<file path="src/rtl/cnt_rr_sched.sv">
// cnt_rr_sched: round-robin owner of one shared load/enable counter.
// Accepts a job, loads base, issues len enables, checks result, pulses done.
module cnt_rr_sched #(
  parameter int WIDTH = 5,
  parameter int NREQ  = 2,
  parameter int IDW   = $clog2(NREQ)
) (
  input  logic                  clk,
  input  logic                  rst,
  input  logic [NREQ-1:0]       req_valid,
  input  logic [NREQ*WIDTH-1:0] req_base,
  input  logic [NREQ*WIDTH-1:0] req_len,
  output logic [NREQ-1:0]       req_ready,
  input  logic                  stall,
  input  logic                  abort,
  output logic                  cnt_load,
  output logic                  cnt_enab,
  output logic [WIDTH-1:0]      cnt_in,
  input  logic [WIDTH-1:0]      cnt_out,
  output logic                  busy,
  output logic [IDW-1:0]        grant_id,
  output logic [NREQ-1:0]       done,
  output logic                  aborted,
  output logic                  err
);

  typedef enum logic [1:0] {
    S_IDLE,
    S_LOAD,
    S_RUN,
    S_DONE
  } state_t;

  state_t           r_state;
  logic [IDW-1:0]   r_last;
  logic [IDW-1:0]   r_gid;
  logic [WIDTH-1:0] r_base;
  logic [WIDTH-1:0] r_len;
  logic [WIDTH-1:0] r_rem;
  logic             r_err;
  logic             r_aborted;

  logic [IDW-1:0]   w_win;
  logic             w_found;
  logic [WIDTH-1:0] w_exp;
  logic             w_enab;
  logic             w_last_step;

  // Scan starts just past the previous owner so nobody starves.
  always_comb begin
    w_win   = '0;
    w_found = 1'b0;
    for (int k = 1; k <= NREQ; k++) begin
      if (!w_found && req_valid[(int'(r_last) + k) % NREQ]) begin
        w_found = 1'b1;
        w_win   = IDW'((int'(r_last) + k) % NREQ);
      end
    end
  end

  assign w_exp       = r_base + r_len;
  assign w_enab      = (r_state == S_RUN) && !stall;
  assign w_last_step = w_enab && (r_rem == WIDTH'(1));

  assign req_ready = (r_state == S_IDLE && w_found)
                   ? (NREQ'(1) << w_win) : '0;
  assign cnt_load  = (r_state == S_LOAD);
  assign cnt_enab  = w_enab;
  assign cnt_in    = (r_state == S_LOAD) ? r_base : '0;
  assign busy      = (r_state != S_IDLE);
  assign grant_id  = r_gid;
  assign done      = (r_state == S_DONE)
                   ? (NREQ'(1) << r_gid) : '0;
  assign aborted   = (r_state == S_DONE) && r_aborted;
  assign err       = r_err;

  always_ff @(posedge clk) begin
    if (rst) begin
      r_state   <= S_IDLE;
      r_last    <= IDW'(NREQ - 1);
      r_gid     <= '0;
      r_base    <= '0;
      r_len     <= '0;
      r_rem     <= '0;
      r_err     <= 1'b0;
      r_aborted <= 1'b0;
    end else begin
      unique case (r_state)
        S_IDLE: begin
          if (w_found) begin
            r_gid     <= w_win;
            r_base    <= req_base[w_win*WIDTH +: WIDTH];
            r_len     <= req_len[w_win*WIDTH +: WIDTH];
            r_aborted <= 1'b0;
            r_state   <= S_LOAD;
          end
        end
        S_LOAD: begin
          r_rem <= r_len;
          if (abort) begin
            r_aborted <= 1'b1;
            r_state   <= S_DONE;
          end else if (r_len != '0) begin
            r_state <= S_RUN;
          end else begin
            r_state <= S_DONE;
          end
        end
        S_RUN: begin
          if (w_enab)
            r_rem <= r_rem - WIDTH'(1);
          if (abort) begin
            r_aborted <= 1'b1;
            r_state   <= S_DONE;
          end else if (w_last_step) begin
            r_state <= S_DONE;
          end
        end
        S_DONE: begin
          // Aborted jobs stop early, so their final value is meaningless.
          if (!r_aborted && cnt_out != w_exp)
            r_err <= 1'b1;
          r_last  <= r_gid;
          r_state <= S_IDLE;
        end
        default: r_state <= S_IDLE;
      endcase
    end
  end

  a_excl: assert property (
    @(posedge clk) disable iff (rst) !(cnt_load && cnt_enab)
  );

endmodule

</file>
<file path="config.mk">
export PLATFORM = sky130hd
export DESIGN_NAME = cnt_rr_sched
export DESIGN_NICKNAME = d
export VERILOG_FILES = /design/src/rtl/cnt_rr_sched.sv
export SDC_FILE = /design/constraint.sdc
export NUM_CORES = 1
export LEC_CHECK = 0
export ABC_AREA = 1
export CORE_ASPECT_RATIO = 0.9
export CORE_UTILIZATION = 30
export CTS_CLUSTER_SIZE = 14
export DETAILED_ROUTE_END_ITERATION = 8
export GPL_ROUTABILITY_DRIVEN = 0
export HOLD_SLACK_MARGIN = 0.02
export PLACE_DENSITY_LB_ADDON = 0.12
export SYNTH_ARGS = -nofsm -noshare
export SYNTH_HDL_FRONTEND = slang
export SYNTH_SLANG_ARGS = --single-unit
</file>
<file path="constraint.sdc">
create_clock -name clk -period 1.7 [get_ports clk]
set_input_delay 0.255 -clock clk [delete_from_list [all_inputs] [get_ports clk]]
set_output_delay 0.255 -clock clk [all_outputs]
set_load 0.02 [all_outputs]
</file>
==> qor.yml, run 1 <==
run_status:
  status: "finished clean"
setup_path:
  cpPeakStageDelay_ns: 0.43
  reg2reg_from: "r_len[0]$_SDFFE_PP0P_"
  crit_top_cell: "nand2_1"
  r2r_slack_ns: 0.08
  setup.worst_path.start: "r_len[0]$_SDFFE_PP0P_"
  crit_chain: "ha_4, fa_2, xor2_1, nor2_1, nand2_1, nor2_1, nand2_1, nand2_1, a21oi_1"
  cp.required_ns: 1.86
  cp_slowest_cell: "fa_2"
  critPathKind: "register to register"
  cp.arrival_ns: 1.78
  worstPathMaxFanout: 2
  cp_num_buf_inv: 0
  reg2reg_to: "err$_SDFFE_PP0P_"
  worstSetupStartpointType: "register"
  path_delay_family: "adder cells"
  worst_setup_path_end_kind: "register"
  r2r_cells: 9
synth:
  synth_top_family_by_area: "simple AND/OR/NAND/NOR gates"
  synthMuxAreaShare_pct: 0
  synth_area_um2: 1470
  synth_xor_area_share_pct: 1.19
  yosysWarnings: 0
  ys_ff_latch: 21
  yosys.area.top_type_share_pct: 28.6
  synth_ff_type: "dfxtp_1"
  synthSimpleGateAreaFrac_pct: 28.1
  ys_seq_area_share_pct: 28.6
  yosys-top-cells-count: "nand2_1, inv_1, dfxtp_1, a21oi_1, nor2_1"
  syn_area_per_cell_um2: 6.63
  yosysTopAreaCell: "dfxtp_1"
  synth_edf_count: 0
  syn_inst: 222
  synth.net_count: 265
  synth_cell_type_count: 29
  synth_most_common_cell: "nand2_1"
  synth_area_leaders: "dfxtp_1, nand2_1, inv_1, ha_1, a21oi_1"
  synthArstFlopShare_pct: 0
  synth_compound_area_share_pct: 18.6
  synth_fa_ha_area_share_pct: 10.7
timing:
  period_share_pct: 95.2
  setup_viol: 0
  min_period_ns: 1.62
  hold_viol: 0
  worst_pin_slew_ns: 0.229
  fin_tns_setup_ns: 0
  rsz0062_at_grt: "yes"
  drv_slew: 0
  relSlewSlack_pct: 84.7
  fin_skew_ns: 0.00165
  fmax_ghz: 0.618
route:
  dr.pass1.iters: 4
  drt_iter0_markers: 66
  via_count: 1530
  wl_met2_mm: 1.66
  drt_wl_total_mm: 3.88
  drt-met1-wl_mm: 1.95
  post_drt_wl_per_cell_um: 11.2
  drc: 0
  dr.max_layer_used: "met4"
  wl_met3_um: 234
  ant_nets: 0
  vias_per_cell: 4.41
clock_tree:
  cts_buffers: 3
  clockRootBuffer: "clkbuf_8"
  clock_sinks: 21
  clk_path_buf_depth: 2
  clk_latency_ns: 0.26
  cts_tree: "built"
  holdBufCountCts: 0
  clk_pin_slew_worst_paths_ns: 0.08
  ctsHtreeMaxLevel: 1
die:
  fp.coreArea_um2: 4580
  num_rows: 23
  start_util_pct: 32.2
  fp.dieArea_um2: 5190
  io_pins: 46
  chipHeight_um: 68.4
  die_x_um: 75.8
power_and_ir_drop:
  power_density_nw_per_um2: 1340
  p_leak_nw: 1.04
  ir_worst_vdd_uv: 860
global_route:
  antenna_found_initial: 0
  grtUsageTotal_pct: 16.6
  grt_pass1_vias: 1423
  grt_max_degree: 13
  overflow: 0
  grt_pass1_wl_mm: 6.36
hold_path:
  whs_path_depth: 2
  hold_class: "register to register"
  min_to: "err$_SDFFE_PP0P_"
  min_from: "err$_SDFFE_PP0P_"
placed_design:
  postPlaceCellArea_um2: 2110
  dp_hpwl_mm: 3.11
  io_buffers: 45
cells_and_area:
  area_growth_pct: 45.7
  drive_gt1_share_pct: 19.3
  antenna_cells: 0
  nets: 329
  fin_area_um2: 2140
  fill_cells: 478
job:
  maxCapViolations: 0
## sequential cells by signal, summed over array words and instances (netlist names)
register	cells
r_last	1
r_state	2
r_aborted	1
grant_id	1
r_len	5
r_base	5
r_rem	5
err	1
## worst min-delay path, stage by stage, from the launching register on
cell	delay (ns)
dfxtp_1	0.31
inv_1	0.05
a21oi_1	0.05
## logic make-up (layout without fill, tap and decap cells)
group / count (synthesis) / after routing
AND/OR/NAND/NOR: 97 / 97
buffers and inverters: 47 / 110
AO/OA/AOI/OAI: 43 / 43
flip-flops: 21 / 21
adder cells (fa/ha/maj): 12 / 12
XOR/XNOR: 2 / 2
## how the worst max path moves through the flow
stage | endpoint | cells past startpoint
after floorplan | err$_SDFFE_PP0P_ | 9
after global placement | req_ready[0] | 8
after detailed placement | req_ready[0] | 8
after CTS | req_ready[0] | 7
after global routing | err$_SDFFE_PP0P_ | 9
final | err$_SDFFE_PP0P_ | 9
## cells in the final DEF (no fill, tap or decap), drive strengths merged
cell type,synthesis,final
nor2,17,17
o21ai,8,8
clkdlybuf4s15,0,4
clkdlybuf4s50,0,32
dfxtp,21,21
ha,11,11
inv,42,42
nand4,1,1
o211ai,2,2
a22oi,10,10
nor3,1,1
xnor2,1,1
nand3,15,15
buf,3,20
xor2,1,1
fa,1,1
clkbuf,2,11
o22ai,1,1
a211oi,2,2
nand2,63,63
a21oi,20,20
dlygate4sd2,0,1
## area by class of cell
type	instances	area, µm²	share of cell area [%]
inverters	42	158	7.36
multi-input cells	154	882	41.2
clock buffers	4	45.0	2.10
repair buffers	64	557	26.0
well taps	62	77.6	3.62
flip-flops and latches	21	424	19.8
## per-layer routing
layer	vias to the layer above	GRT usage (%)
li1	833	-
met1	654	22.3
met2	41	26.3
met3	2	4.42
met4	0	4.17
met5	-	0
## what timing repair did
item	4_1_cts	5_1_grt
endpoints found under the setup margin	14	14
pin swaps	0	2
gates resized for setup	28	19
setup buffers	0	0
gates cloned	0	0
## stage by stage
step / util [%] / setup WS [ns] / hold WS (ns) / cells / power [mW]
final: 46.8 / 0.0810 / 0.451 / 347 / 2.87
after global routing: 46.8 / -0.0569 / 0.471 / 347 / 3.16
after detailed placement: 46.1 / -0.304 / 0.447 / 343 / 2.58
after floorplan: - / 0.0991 / 0.402 / 222 / 1.94
after CTS: 47.2 / -0.000836 / 0.459 / 347 / 2.89
after global placement: 46.1 / -0.292 / 0.439 / 343 / 2.58
## power by group
group / internal (mW) / switching (mW)
Combinational: 0.782 / 0.981
Sequential: 0.648 / 0.132
Clock: 0.167 / 0.164
Total: 1.60 / 1.28
Power figures use the tool's default switching activity.
==> run 2: changes to the inputs <==
--- a/config.mk
+++ b/config.mk
@@ -13,6 +13,7 @@
 export GPL_ROUTABILITY_DRIVEN = 0
 export HOLD_SLACK_MARGIN = 0.02
 export PLACE_DENSITY_LB_ADDON = 0.12
+export REMOVE_ABC_BUFFERS = 1
 export SYNTH_ARGS = -nofsm -noshare
 export SYNTH_HDL_FRONTEND = slang
 export SYNTH_SLANG_ARGS = --single-unit
==> run 2 against run 1 <==
  * Sequential cell count unchanged
  * Highest routed layer unchanged
  * Critical endpoint unchanged
  * Sequential share of layout area decreased by 0.54 points
  * Final area increased by 2.8%
  * Clock skew increased by 0.0046 ns
  * Clock power about the same
  * Routed wire length decreased by 0.34%
==> qor.yml, run 2 (synthesis results as in run 1) <==
run_status:
  status: "finished clean"
power_and_ir_drop:
  power_density_nw_per_um2: 1350
  p_leak_nw: 1.06
  ir_worst_vdd_uv: 704
  power.total_mw: 2.97
route:
  dr.pass1.iters: 4
  via_count: 1568
  drt_wl_total_mm: 3.86
  vias_per_cell: 4.49
  ant_nets: 0
  post_drt_wl_per_cell_um: 11.1
  drt_iter0_markers: 47
  drc: 0
cells_and_area:
  drive_gt1_share_pct: 20.9
  area_growth_pct: 49.7
  antenna_cells: 0
  nets: 331
  layout_common_cells: "nand2_1, inv_1, clkdlybuf4s50_1, buf_4, a21oi_1"
  fill_cells: 493
  layout_commonest_cell: "nand2_1"
  top_regs: "r_base (5), r_len (5), r_rem (5)"
  fin_util_pct: 48.2
timing:
  worst_pin_slew_ns: 0.226
  fin_hold_ws_ns: 0.450
  relSlewSlack_pct: 85.0
  finalWorstSetupSlack_ns: 0.0610
  min_period_ns: 1.64
  setup_viol: 0
  rsz0062_at_grt: "yes"
  drv_slew: 0
  fmax_ghz: 0.610
  hold_viol: 0
  fin_skew_ns: 0.00626
  period_share_pct: 96.4
clock_tree:
  clk_pin_slew_worst_paths_ns: 0.08
  cts_tree: "built"
  clockRootBuffer: "clkbuf_8"
  clk_path_buf_depth: 2
  ctsHtreeMaxLevel: 1
  cts_buffers: 3
  clk_latency_ns: 0.26
  clock_sinks: 21
  holdBufCountCts: 0
setup_path:
  critPathKind: "register to register"
  worstPathMaxFanout: 2
  worstSetupStartpointType: "register"
  cp.required_ns: 1.85
  worst_setup_path_end_kind: "register"
  cp.arrival_ns: 1.79
die:
  num_rows: 23
  io_pins: 46
  chipHeight_um: 68.4
  start_util_pct: 32.2
  fp.coreArea_um2: 4580
  die_x_um: 75.8
  fp.dieArea_um2: 5190
job:
  maxCapViolations: 0
placed_design:
  dp_hpwl_mm: 3.05
  pre_cts_ws_ns: -0.307
  io_buffers: 45
global_route:
  antenna_found_initial: 0
  overflow: 0
  grt_max_degree: 18
  grt_pass1_wl_mm: 6.44
  grtUsageTotal_pct: 16.5
  grt_pass1_vias: 1411
hold_path:
  hold_class: "register to register"
-- run 2: cell count changes in the layout (fill, tap and decap cells not counted), sizes merged --
cell	delta
buf	+2
clkbuf	-4
clkdlybuf4s15	+2
clkinv	+1
dlygate4sd2	+1
-- run 2: what timing repair did --
action / 4_1_cts / 5_1_grt
setup endpoints to repair: 14 / 11
gates cloned: 0 / 0
setup buffers: 0 / 1
hold endpoints to repair: 0 / 0
gates resized for setup: 32 / 18
-- run 2: worst paths after layout --
| kind | start | end | slack [ns] | cells after the start |
|---|---|---|---|---|
| worst max-delay path | r_base[0]$_SDFFE_PP0P_ | err$_SDFFE_PP0P_ | 0.06 | 9 |
| worst min-delay path | err$_SDFFE_PP0P_ | err$_SDFFE_PP0P_ | 0.45 | 2 |
| worst max register to register | r_base[0]$_SDFFE_PP0P_ | err$_SDFFE_PP0P_ | 0.06 | 9 |
| worst min register to register | err$_SDFFE_PP0P_ | err$_SDFFE_PP0P_ | 0.45 | 2 |
-- run 2: per-stage QoR --
stage | area [µm²] | setup TNS [ns] | cells
after floorplan | 1440 | 0 | 217
after global placement | 2120 | -0.783 | 344
after detailed placement | 2120 | -0.779 | 344
after CTS | 2170 | 0 | 348
after global routing | 2200 | -0.0694 | 349
final | 2200 | 0 | 349
-- run 2: cell type report --
class	instances	area, µm²	share of cell area (%)
Multi-Input combinational cell	154	911	41.3
Sequential cell	21	424	19.3
Inverter	42	158	7.16
Clock inverter	1	5.00	0.227
Timing Repair Buffer	66	587	26.6
Tap cell	62	77.6	3.52
Clock buffer	3	41.3	1.87
-- run 2: worst max-delay path, stage by stage, from the launching register on --
cell and delay, ns:
dfxtp_2 0.34, ha_4 0.16, fa_1 0.44, xor2_1 0.17, nor2_1 0.08, nand2_1 0.07, nor2_1 0.09, nand2_1 0.07
nand2_2 0.06, a21oi_1 0.05
-- run 2: report_power, final --
part | switching (mW) | internal (mW) | total [mW]
sequential | 0.127 | 0.648 | 0.775
clock | 0.165 | 0.163 | 0.329
combinational | 1.02 | 0.849 | 1.87
total | 1.31 | 1.66 | 2.97
-- run 2: per-layer routing --
layer | GRT usage, % | routed length, µm | vias to the layer above
met5 | 0 | 0 | -
met4 | 2.08 | 20 | 0
met3 | 4.86 | 312 | 2
met2 | 26.9 | 1700 | 55
met1 | 22.1 | 1830 | 677
li1 | - | - | 834
==> patch (flow settings as in run 1) <==
The parameter `WIDTH` goes from 5 to 4.
--- a/src/rtl/cnt_rr_sched.sv
+++ b/src/rtl/cnt_rr_sched.sv
@@ -3,3 +3,3 @@
 module cnt_rr_sched #(
-  parameter int WIDTH = 5,
+  parameter int WIDTH = 4,
   parameter int NREQ  = 2,
Ports: changed (resized cnt_in, cnt_out, req_base and req_len); port bits go from 46 to 40. No check against the original RTL was run, so the function may have changed too.
==> patch against run 1 <==
Routed wire length fell by 19%; setup slack improved by 0.017 ns; clock power fell by 8.8%; die area fell by 13%; sequential share of layout area fell by 0.39 points; core utilization fell by 0.93 points; synthesized area fell by 13%; clock skew rose by 0.0085 ns; total power fell by 11%; sequential cell count fell by 3; synthesized cell count fell by 11%; combinational power fell by 9%; cell area fell by 13%; count of clock-buffer cells in the layout fell by 1; critical path type unchanged; critical endpoint unchanged.
==> patch: results (changes against run 1) <==
| Metric | Value |
|---|---|
| PortBufs | 39 (was 45) |
| Grt met3 use | 3.31% (was 4.42%) |
| Setup repair bufs after CTS | 1 (was 0) |
| Starting DRT DRC Count | 53 (was 66) |
| Syn_nets | 235 (was 265) |
| Share of cells above drive strength 1 | 18.5% (was 19.3%) |
| Met2 usage in global routing | 23.1% (was 26.3%) |
| Wl on met1 | 1680 um (was 1950 um) |
| Resized cells post-CTS | 17 (was 28) |
| GR Util met1 | 20.9% (was 22.3%) |
| Pre-CTS WS | -0.329 ns (was -0.304 ns) |
| Met3 WL | 145 um (was 234 um) |
| Nets | 298 (was 329) |
| Pwr Total | 2.55 mW (was 2.87 mW) |
| Status | finished, final reports clean (unchanged) |
| Largest net degree at the start of global routing | 11 (was 13) |
| Commonest cells post-synth | nand2_1 (66), inv_1 (29), dfxtp_1 (18) (was nand2_1 (62), inv_1 (38), dfxtp_1 (21)) |
| Worst slew margin | 78.1% (was 84.7%) |
| DR vias | 1363 (was 1530) |
| Slowest cell delay on critical path | 0.48 ns (was 0.43 ns) |
| Pleak | 0.948 nW (was 1.04 nW) |
| Yosys cell types | 27 (was 29) |
| Sequential area share after synthesis | 28.2% (was 28.6%) |
| Largest registers | r_base (4), r_len (4), r_rem (4) (was r_base (5), r_len (5), r_rem (5)) |
| Post-synthesis cell count | 198 (was 222) |
| Vias in the first global route | 1255 (was 1423) |
| Pre-antenna DRT Iters | 6 (was 4) |
| Max VDD drop | 731 uV (was 860 uV) |
| Seq pwr share | 25.5% (was 27.2%) |
| Switching Fraction | 43.7% (was 44.4%) |
| Synth top area cells | dfxtp_1 (28%), nand2_1 (19%), ha_1 (9.8%), inv_1 (8.5%), a21oi_1 (6.6%) (was dfxtp_1 (29%), nand2_1 (16%), inv_1 (9.7%), ha_1 (9.4%), a21oi_1 (6.5%)) |
| Routed wl met2 | 1270 um (was 1660 um) |
| Design Area, Final | 1870 sq um (was 2140 sq um) |
-- patch: cell count changes after synthesis, sizes merged, moves of 3 or more --
cell          run 1  this run
a21oi            20        17
nand2            63        67
nor2             17        13
dfxtp            21        18
inv              42        33
a22oi            10         0
-- patch: area by class of cell --
class,instances,area share [%]
flip-flops and latches,18,19.4
multi-input cells,144,41.3
well taps,48,3.21
clock buffers,3,2.21
repair buffers,61,27.0
inverters,33,6.89
-- patch: final timing paths --
| path | endpoint | slack (ns) | cells past startpoint | start |
|---|---|---|---|---|
| worst max-delay path | err | 0.1 | 9 | r_base[0] |
| worst min-delay path | err | 0.45 | 2 | err |
| worst max register to register | err | 0.1 | 9 | r_base[0] |
| worst min register to register | err | 0.45 | 2 | err |
-- patch: kinds of logic (layout without fill, tap and decap cells) --
group,Yosys count,in the layout,share of synthesized area (%)
xor+xnor,3,3,2.05
buf+inv,36,97,11.8
simple gates,99,99,32.0
compound gates,31,31,14.7
fa+ha+maj,11,11,11.3
flops,18,18,28.2
